`config.mk`:
```
export PLATFORM = sky130hd
export DESIGN_NAME = dmem_store_buffer
export DESIGN_NICKNAME = d
export VERILOG_FILES = /design/src/rtl/dmem_store_buffer.sv
export SDC_FILE = /design/constraint.sdc
export NUM_CORES = 2
export LEC_CHECK = 0
export CAP_MARGIN = 20
export CORE_MARGIN = 2
export CORE_UTILIZATION = 45
export CTS_CLUSTER_DIAMETER = 50
export DETAILED_ROUTE_END_ITERATION = 8
export SYNTH_ARGS = -nofsm -noshare
export SYNTH_HDL_FRONTEND = slang
export SYNTH_SLANG_ARGS = --single-unit
export TNS_END_PERCENT = 1
```
`constraint.sdc`:
```
create_clock -name clk -period 5.53 [get_ports clk]
set_clock_uncertainty 0.2 [all_clocks]
set_input_delay 1.659 -clock clk [delete_from_list [all_inputs] [get_ports clk]]
set_output_delay 1.659 -clock clk [all_outputs]
set_load 0.01 [all_outputs]
```
`src/rtl/dmem_store_buffer.sv`:
```
`default_nettype none
// +------------------------------------------------------------------------+
// | dmem_store_buffer : FIFO store buffer draining to a slow word RAM,      |
// | with youngest-match load forwarding.            Revision 1.0           |
// +------------------------------------------------------------------------+
module dmem_store_buffer #(
  parameter int DEPTH     = 4,
  parameter int MEM_WORDS = 64,
  parameter int DRAIN_LAT = 3
) (
  input  logic                       clk,
  input  logic                       reset,
  input  logic                       mem_write,
  input  logic [31:0]                alu_out,
  input  logic [31:0]                write_data,
  output logic [31:0]                read_data,
  output logic                       sb_full,
  output logic [$clog2(DEPTH):0]     sb_count,
  output logic                       sb_overflow
);

  localparam int AW = $clog2(MEM_WORDS);
  localparam int PW = $clog2(DEPTH);
  localparam int CW = PW + 1;
  localparam int TW = (DRAIN_LAT > 1) ? $clog2(DRAIN_LAT) : 1;

  localparam logic [TW-1:0] RELOAD   = TW'(DRAIN_LAT - 1);
  localparam logic [CW-1:0] FULL_CNT = CW'(DEPTH);

  typedef enum logic [0:0] {
    ST_IDLE = 1'b0,
    ST_BUSY = 1'b1
  } state_t;

  state_t          state_q, state_d;
  logic [TW-1:0]   cnt_q, cnt_d;
  logic [PW-1:0]   head_q, head_d;
  logic [PW-1:0]   tail_q, tail_d;
  logic [CW-1:0]   count_q, count_d;
  logic            ovf_q, ovf_d;

  logic [AW-1:0]   entry_addr_q [DEPTH];
  logic [31:0]     entry_data_q [DEPTH];
  logic [31:0]     mem_q [MEM_WORDS];

  logic [AW-1:0]   word_idx;
  logic            is_full;
  logic            pop;
  logic            push;
  logic            drop;
  logic [PW-1:0]   fwd_slot;
  logic [31:0]     fwd_data;
  logic            unused_addr_bits;

  assign word_idx         = alu_out[AW+1:2];
  assign unused_addr_bits = ^{alu_out[31:AW+2], alu_out[1:0]};

  always_comb begin
    is_full = (count_q == FULL_CNT);
    pop     = (state_q == ST_BUSY) && (cnt_q == '0);
    // A full buffer still accepts a store when the head commits on the same edge.
    push    = mem_write && (!is_full || pop);
    drop    = mem_write && is_full && !pop;

    head_d  = pop  ? head_q + PW'(1) : head_q;
    tail_d  = push ? tail_q + PW'(1) : tail_q;
    count_d = count_q + CW'(push) - CW'(pop);
    ovf_d   = ovf_q | drop;

    state_d = state_q;
    cnt_d   = cnt_q;
    case (state_q)
      ST_IDLE: begin
        if (count_q != '0) begin
          state_d = ST_BUSY;
          cnt_d   = RELOAD;
        end
      end
      ST_BUSY: begin
        if (cnt_q != '0) begin
          cnt_d = cnt_q - TW'(1);
        end else if (count_d != '0) begin
          cnt_d = RELOAD;
        end else begin
          state_d = ST_IDLE;
          cnt_d   = '0;
        end
      end
      default: begin
        state_d = ST_IDLE;
        cnt_d   = '0;
      end
    endcase
  end

  always_ff @(posedge clk) begin
    if (reset) begin
      state_q <= ST_IDLE;
      cnt_q   <= '0;
      head_q  <= '0;
      tail_q  <= '0;
      count_q <= '0;
      ovf_q   <= 1'b0;
    end else begin
      state_q <= state_d;
      cnt_q   <= cnt_d;
      head_q  <= head_d;
      tail_q  <= tail_d;
      count_q <= count_d;
      ovf_q   <= ovf_d;
    end
  end

  // Entry storage and the RAM carry no reset; reset only blocks the write.
  always_ff @(posedge clk) begin
    if (!reset && push) begin
      entry_addr_q[tail_q] <= word_idx;
      entry_data_q[tail_q] <= write_data;
    end
  end

  always_ff @(posedge clk) begin
    if (!reset && pop) begin
      mem_q[entry_addr_q[head_q]] <= entry_data_q[head_q];
    end
  end

  // Walk oldest to youngest so the last match found is the youngest store.
  always_comb begin
    fwd_data = mem_q[word_idx];
    fwd_slot = '0;
    for (int i = 0; i < DEPTH; i++) begin
      fwd_slot = head_q + PW'(i);
      if ((CW'(i) < count_q) && (entry_addr_q[fwd_slot] == word_idx)) begin
        fwd_data = entry_data_q[fwd_slot];
      end
    end
  end

  assign read_data   = fwd_data;
  assign sb_full     = is_full;
  assign sb_count    = count_q;
  assign sb_overflow = ovf_q;

endmodule
`default_nettype wire
```
# ---- Yosys cells after proc, flatten, opt, wreduce, memory -nomap -nowiden
# Memory sizes are Yosys's and may differ from the RTL's. A register that Yosys moved wholly into a read port is not among the register bits.
# Cells that the tools add are included.
dict set report totals {
  wordCells 66
  out_inout_bits 37
  regBits 11
  inputBits 67
  memories 3
  ramBits 2200
}
# name words width read_ports rd_ports_with_merged_regs write_ports line_no
set memory_table {}
lappend memory_table {mem_q 64 32 1 0 1 44} ;# logic [31:0] mem_q [MEM_WORDS];
lappend memory_table {entry_data_q 4 32 4 1 1 43} ;# logic [31:0] entry_data_q [DEPTH];
lappend memory_table {entry_addr_q 4 6 4 1 1 42} ;# logic [AW-1:0] entry_addr_q [DEPTH];
dict set report classes {
  n_reduce_logical 18
  eq_ne 6
  n_lt_le_gt_ge 4
  mux 20
  n_bitwise 2
  n_addsub 7
}
# operator count
set ops {}
lappend ops {{$mux W32} 4}
lappend ops {{$eq A6 B6 Y1} 4}
lappend ops {{$mux W2} 7}
lappend ops {{$logic_and A1 B1 Y1} 10}
lappend ops {{$mux W1} 7}
lappend ops {{$lt A1 B3 Y1 const A} 2}
lappend ops {{$lt A2 B3 Y1 const A} 2}
lappend ops {{$reduce_bool A3 Y1} 2}
lappend ops {{$add A2 B1 Y2 const B} 2}
lappend ops {{$add A2 B2 Y2 const B} 2}
lappend ops {{$pmux W2 S2} 1}
lappend ops {{$add A3 B1 Y3} 1}
lappend ops {{$eq A3 B3 Y1 const B} 1}
lappend ops {{$logic_not A1 Y1} 3}
lappend ops {{$sub A3 B1 Y3} 1}
lappend ops {{$logic_not A2 Y1} 1}
lappend ops {{$ne A2 B2 Y1 const B} 1}
lappend ops {{$pmux W1 S2} 1}
lappend ops {{$reduce_bool A2 Y1} 1}
lappend ops {{$sub A2 B1 Y2 const B} 1}
lappend ops {{$logic_or A1 B1 Y1} 1}
lappend ops {{$not A1 Y1} 1}
lappend ops {{$or A1 B1 Y1} 1}

# ---- Longest topological paths before layout
dict set report depth {
  word_depth 10
  ltp_mapped 12
  mapped_depth_nobuf 12
}

# ---- Least setup slack after synthesis
# No wires, ideal clock.
dict set report synth_timing {
  path_type {in2out}
  start {input alu_out[3]}
  end {output read_data[24]}
  n_path_buf 4
  setup_slack_ns -0.130
  t_required_ns 3.671
  cell_stages 9
  arrival_ns 3.801
  path_cell_list {buf_2 > buf_4 > clkbuf_1 > buf_1 > mux4_2 > mux4_2 > mux2_2 > nand2_1 > a31oi_1}
}
dict set report synth_between {
  elab_chain_len 6
  word_cells_on_any_way 13
  classes_between {eq/ne (4); mux (4); reduce/logical (4); memory (1)}
}
# item line_no
set synth_lines {}
lappend synth_lines {{start: declaration} 14} ;# input logic [31:0] alu_out,
lappend synth_lines {{branches (longest 5 deep; another with $mem_v2 Z64 W32)} -}
lappend synth_lines {{$mux W32 (*)} 134} ;# if ((CW'(i) < count_q) && (entry_addr_q[fwd_slot] == word_idx)) begin
lappend synth_lines {{end: declaration} 16} ;# output logic [31:0] read_data,
# Mark *: on every way between the ends.

# ---- Worst setup path in the final report
dict set report layout_timing {
  start {input alu_out[2]}
  end {output read_data[7]}
}
# The elaborated chain is that of the path after synthesis.

==> qor.yml <==
grt:
  grt_first_pass_wirelength_um: 334000
  met3_usage_pct: 3.797
  grt_max_degree: 99
  grt_pass1_vias: 44910
  antenna_found_initial: 7
  grt_usage_pct: 23.86
  grt.busiest_layer: "met2"
  use_met2_pct: 39.84
  overflow: 0
  use_met1_pct: 32.47
cts:
  insertion_delay_ns: 0.85
  clockRootBuffer: "clkbuf_16"
  numCtsBuffers: 220
  cts.path.max_buffers: 3
  cts.sinks: 2213
  clk_pin_slew_ns: 0.06
  cts_tree: "done"
  cts_max_level: 4
yosys:
  yosys_most_used_dff: "edfxtp_1"
  yosysTopAreaCellShare_pct: 75.01
  synthesis.area_mm2: 0.08807
  ys_seq_area_share_pct: 75.30
  synthDistinctLibCells: 54
  yosys.cell_count.top_type: "edfxtp_1"
  ys_ff_latch: 2213
  synth_edf_count: 2200
  syn-num-nets: 4022
  syn_avg_cell_area_um2: 22.31
  yosysTopAreaCell: "edfxtp_1"
  synth_common_cells: "edfxtp_1, mux4_2, nor2_1, clkbuf_1, nand2_1"
  async_reset_ff_share_pct: 0
  synth_area_leaders: "edfxtp_1, mux4_2, mux2i_1"
  syn_inst: 3947
  ys_warn_count: 0
layout:
  multi_input_comb_area_mm2: 0.02207
  stdcell_area_mm2: 0.1056
  final_util_pct: 54.22
  drive_gt1_share_pct: 38.11
  regArea_mm2: 0.06634
  nets: 4594
  syn_to_final_growth_pct: 19.92
  fill_cells: 14740
pwr:
  irDropWorstVdd_mv: 0.3218
  pwr_density_cell_mw_per_mm2: 396.7
  p_leak_nw: 33.28
die:
  core_mm2: 0.1948
  die-area_mm2: 0.1993
  num_io_pins: 104
  die_h_um: 446.4
  fp.dieW_um: 446.4
  rows: 162
  initial_core_util_pct: 45.22
outcome:
  outcome: "complete, but fails checks"
  violations: "setup timing"
timing:
  finalHoldViolCount: 0
  slew_violations: 0
  timing.final.ws_setup_ns: -0.5820
  worst_slew_pin_slew_ns: 0.9870
  setup_viol_count_final: 32
  min_period_ns: 6.112
  period_share_pct: 110.5
  rsz0062_at_grt: "yes"
  max_freq_mhz: 163.6
  max_slew_margin_pct: 34.20
  hold-worst-slack_ns: 0.2698
worst_setup_path:
  crit_required_ns: 3.67
  crit_fanout: 7
  critPathLaunch: "alu_out[2]"
  start_kind: "input port"
  reg2reg_setup_slack_ns: 1.43
  crit_type: "input port to output port"
  endpoint_kind: "output port"
  arrival_ns: 4.25
route:
  vias_per_cell: 6.045
  drt_iter0_drc: 5542
  ant_nets: 0
  wl_um: 235400
  num_vias: 44270
  wl_per_cell_um: 32.14
  drc_errors: 0
  dr.pass1.iters: 5
hold_path:
  min-delay-start: "sb_overflow$_SDFF_PP0_"
  worst_hold_path_type: "flop to flop"
place:
  dpl.hpwl_um: 130900
  placed_cell_area_mm2: 0.09651
  post-place-ws_ns: -1.393
  place_congestion: 0.8571
  io_buffer_count: 77
flow_run:
  maxCapViolations: 0
==> power by group <==
| part | switching [mW] | total (mW) | internal [mW] |
|---|---|---|---|
| Clock | 6.35 | 14.7 | 8.40 |
| Sequential | 0.162 | 20.7 | 20.5 |
| Combinational | 4.39 | 6.46 | 2.08 |
| Total | 10.9 | 41.9 | 31.0 |
==> metrics by stage <==
stage               total power, mW  std cells  setup TNS [ns]
finish                        41.90       7324          -16.57
global route                  43.17       7321          -17.71
CTS                           42.12       7318          -17.30
detailed placement            27.27       6862          -37.88
global placement              27.08       6862          -38.02
floorplan                     24.30       3947         -0.7256
==> final timing paths <==
check / end / cells after the start
max: read_data[7] / 11
min: sb_overflow$_SDFF_PP0_ / 2
max reg2reg: mem_q[35][20]$_DFFE_PP_ / 6
min reg2reg: sb_overflow$_SDFF_PP0_ / 2
==> cell usage in the layout (no fill, tap or decap), drive strengths merged, types with 13 or more instances in the layout <==
cell type,instances
edfxtp,2200
mux4,684
buf,539
clkbuf,262
nor2,143
clkinv,101
nand2,95
mux2i,92
a21oi,69
mux2,59
clkdlybuf4s50,40
o21ai,37
nor3,37
a221oi,35
a31oi,34
a211oi,33
or3,29
o22ai,29
xnor2,24
bufinv,22
inv,22
nand3,17
dfxtp,13
==> cell families after synthesis <==
logic type               share of synthesized area [%]
AO/OA/AOI/OAI                                    1.901
buffers and inverters                            1.269
AND/OR/NAND/NOR                                  1.835
flip-flops                                       75.30
multiplexers                                     19.29
adder cells (fa/ha/maj)                         0.1222
XOR/XNOR                                        0.2784
==> metal layers <==
layer | routed length, µm | share of wire, %
met5 | 12 | 0.0051
met4 | 7467 | 3.2
met3 | 15800 | 6.7
met2 | 118600 | 50
met1 | 93510 | 40
==> worst max-delay path, stage by stage <==
cell     delay (ns)
buf_16         0.15
buf_12         0.19
buf_16         0.17
buf_16         0.15
buf_12         0.12
mux4_2         0.51
mux4_2         0.53
mux2_4         0.36
nand2_4        0.09
a31oi_4        0.10
buf_6          0.15
==> flip-flops by register name, indices dropped and copies added (netlist names), named ones only <==
name	flops
tail_q	2
entry_data_q	128
sb_count	3
entry_addr_q	24
mem_q	2048
head_q	2
cnt_q	2
sb_overflow	1
state_q	1
==> timing repair <==
action | CTS | global route
endpoints found under the setup margin | 32 | 32
pin swaps | 31 | 12
hold buffers | 0 | 0
buffers inserted | 48 | 5
resized for setup | 376 | 29
cloned | 14 | 0
==> layout make-up <==
type | instances | share of cell area, %
antenna | 3 | 0.007108
clock buffer | 262 | 5.402
clock inverter | 138 | 1.343
inverter | 10 | 0.03791
multi-input combinational | 1490 | 20.89
sequential | 2213 | 62.80
tap | 2624 | 3.108
timing repair buffer | 584 | 6.405
Note: power is estimated with default switching activity, not from simulation.
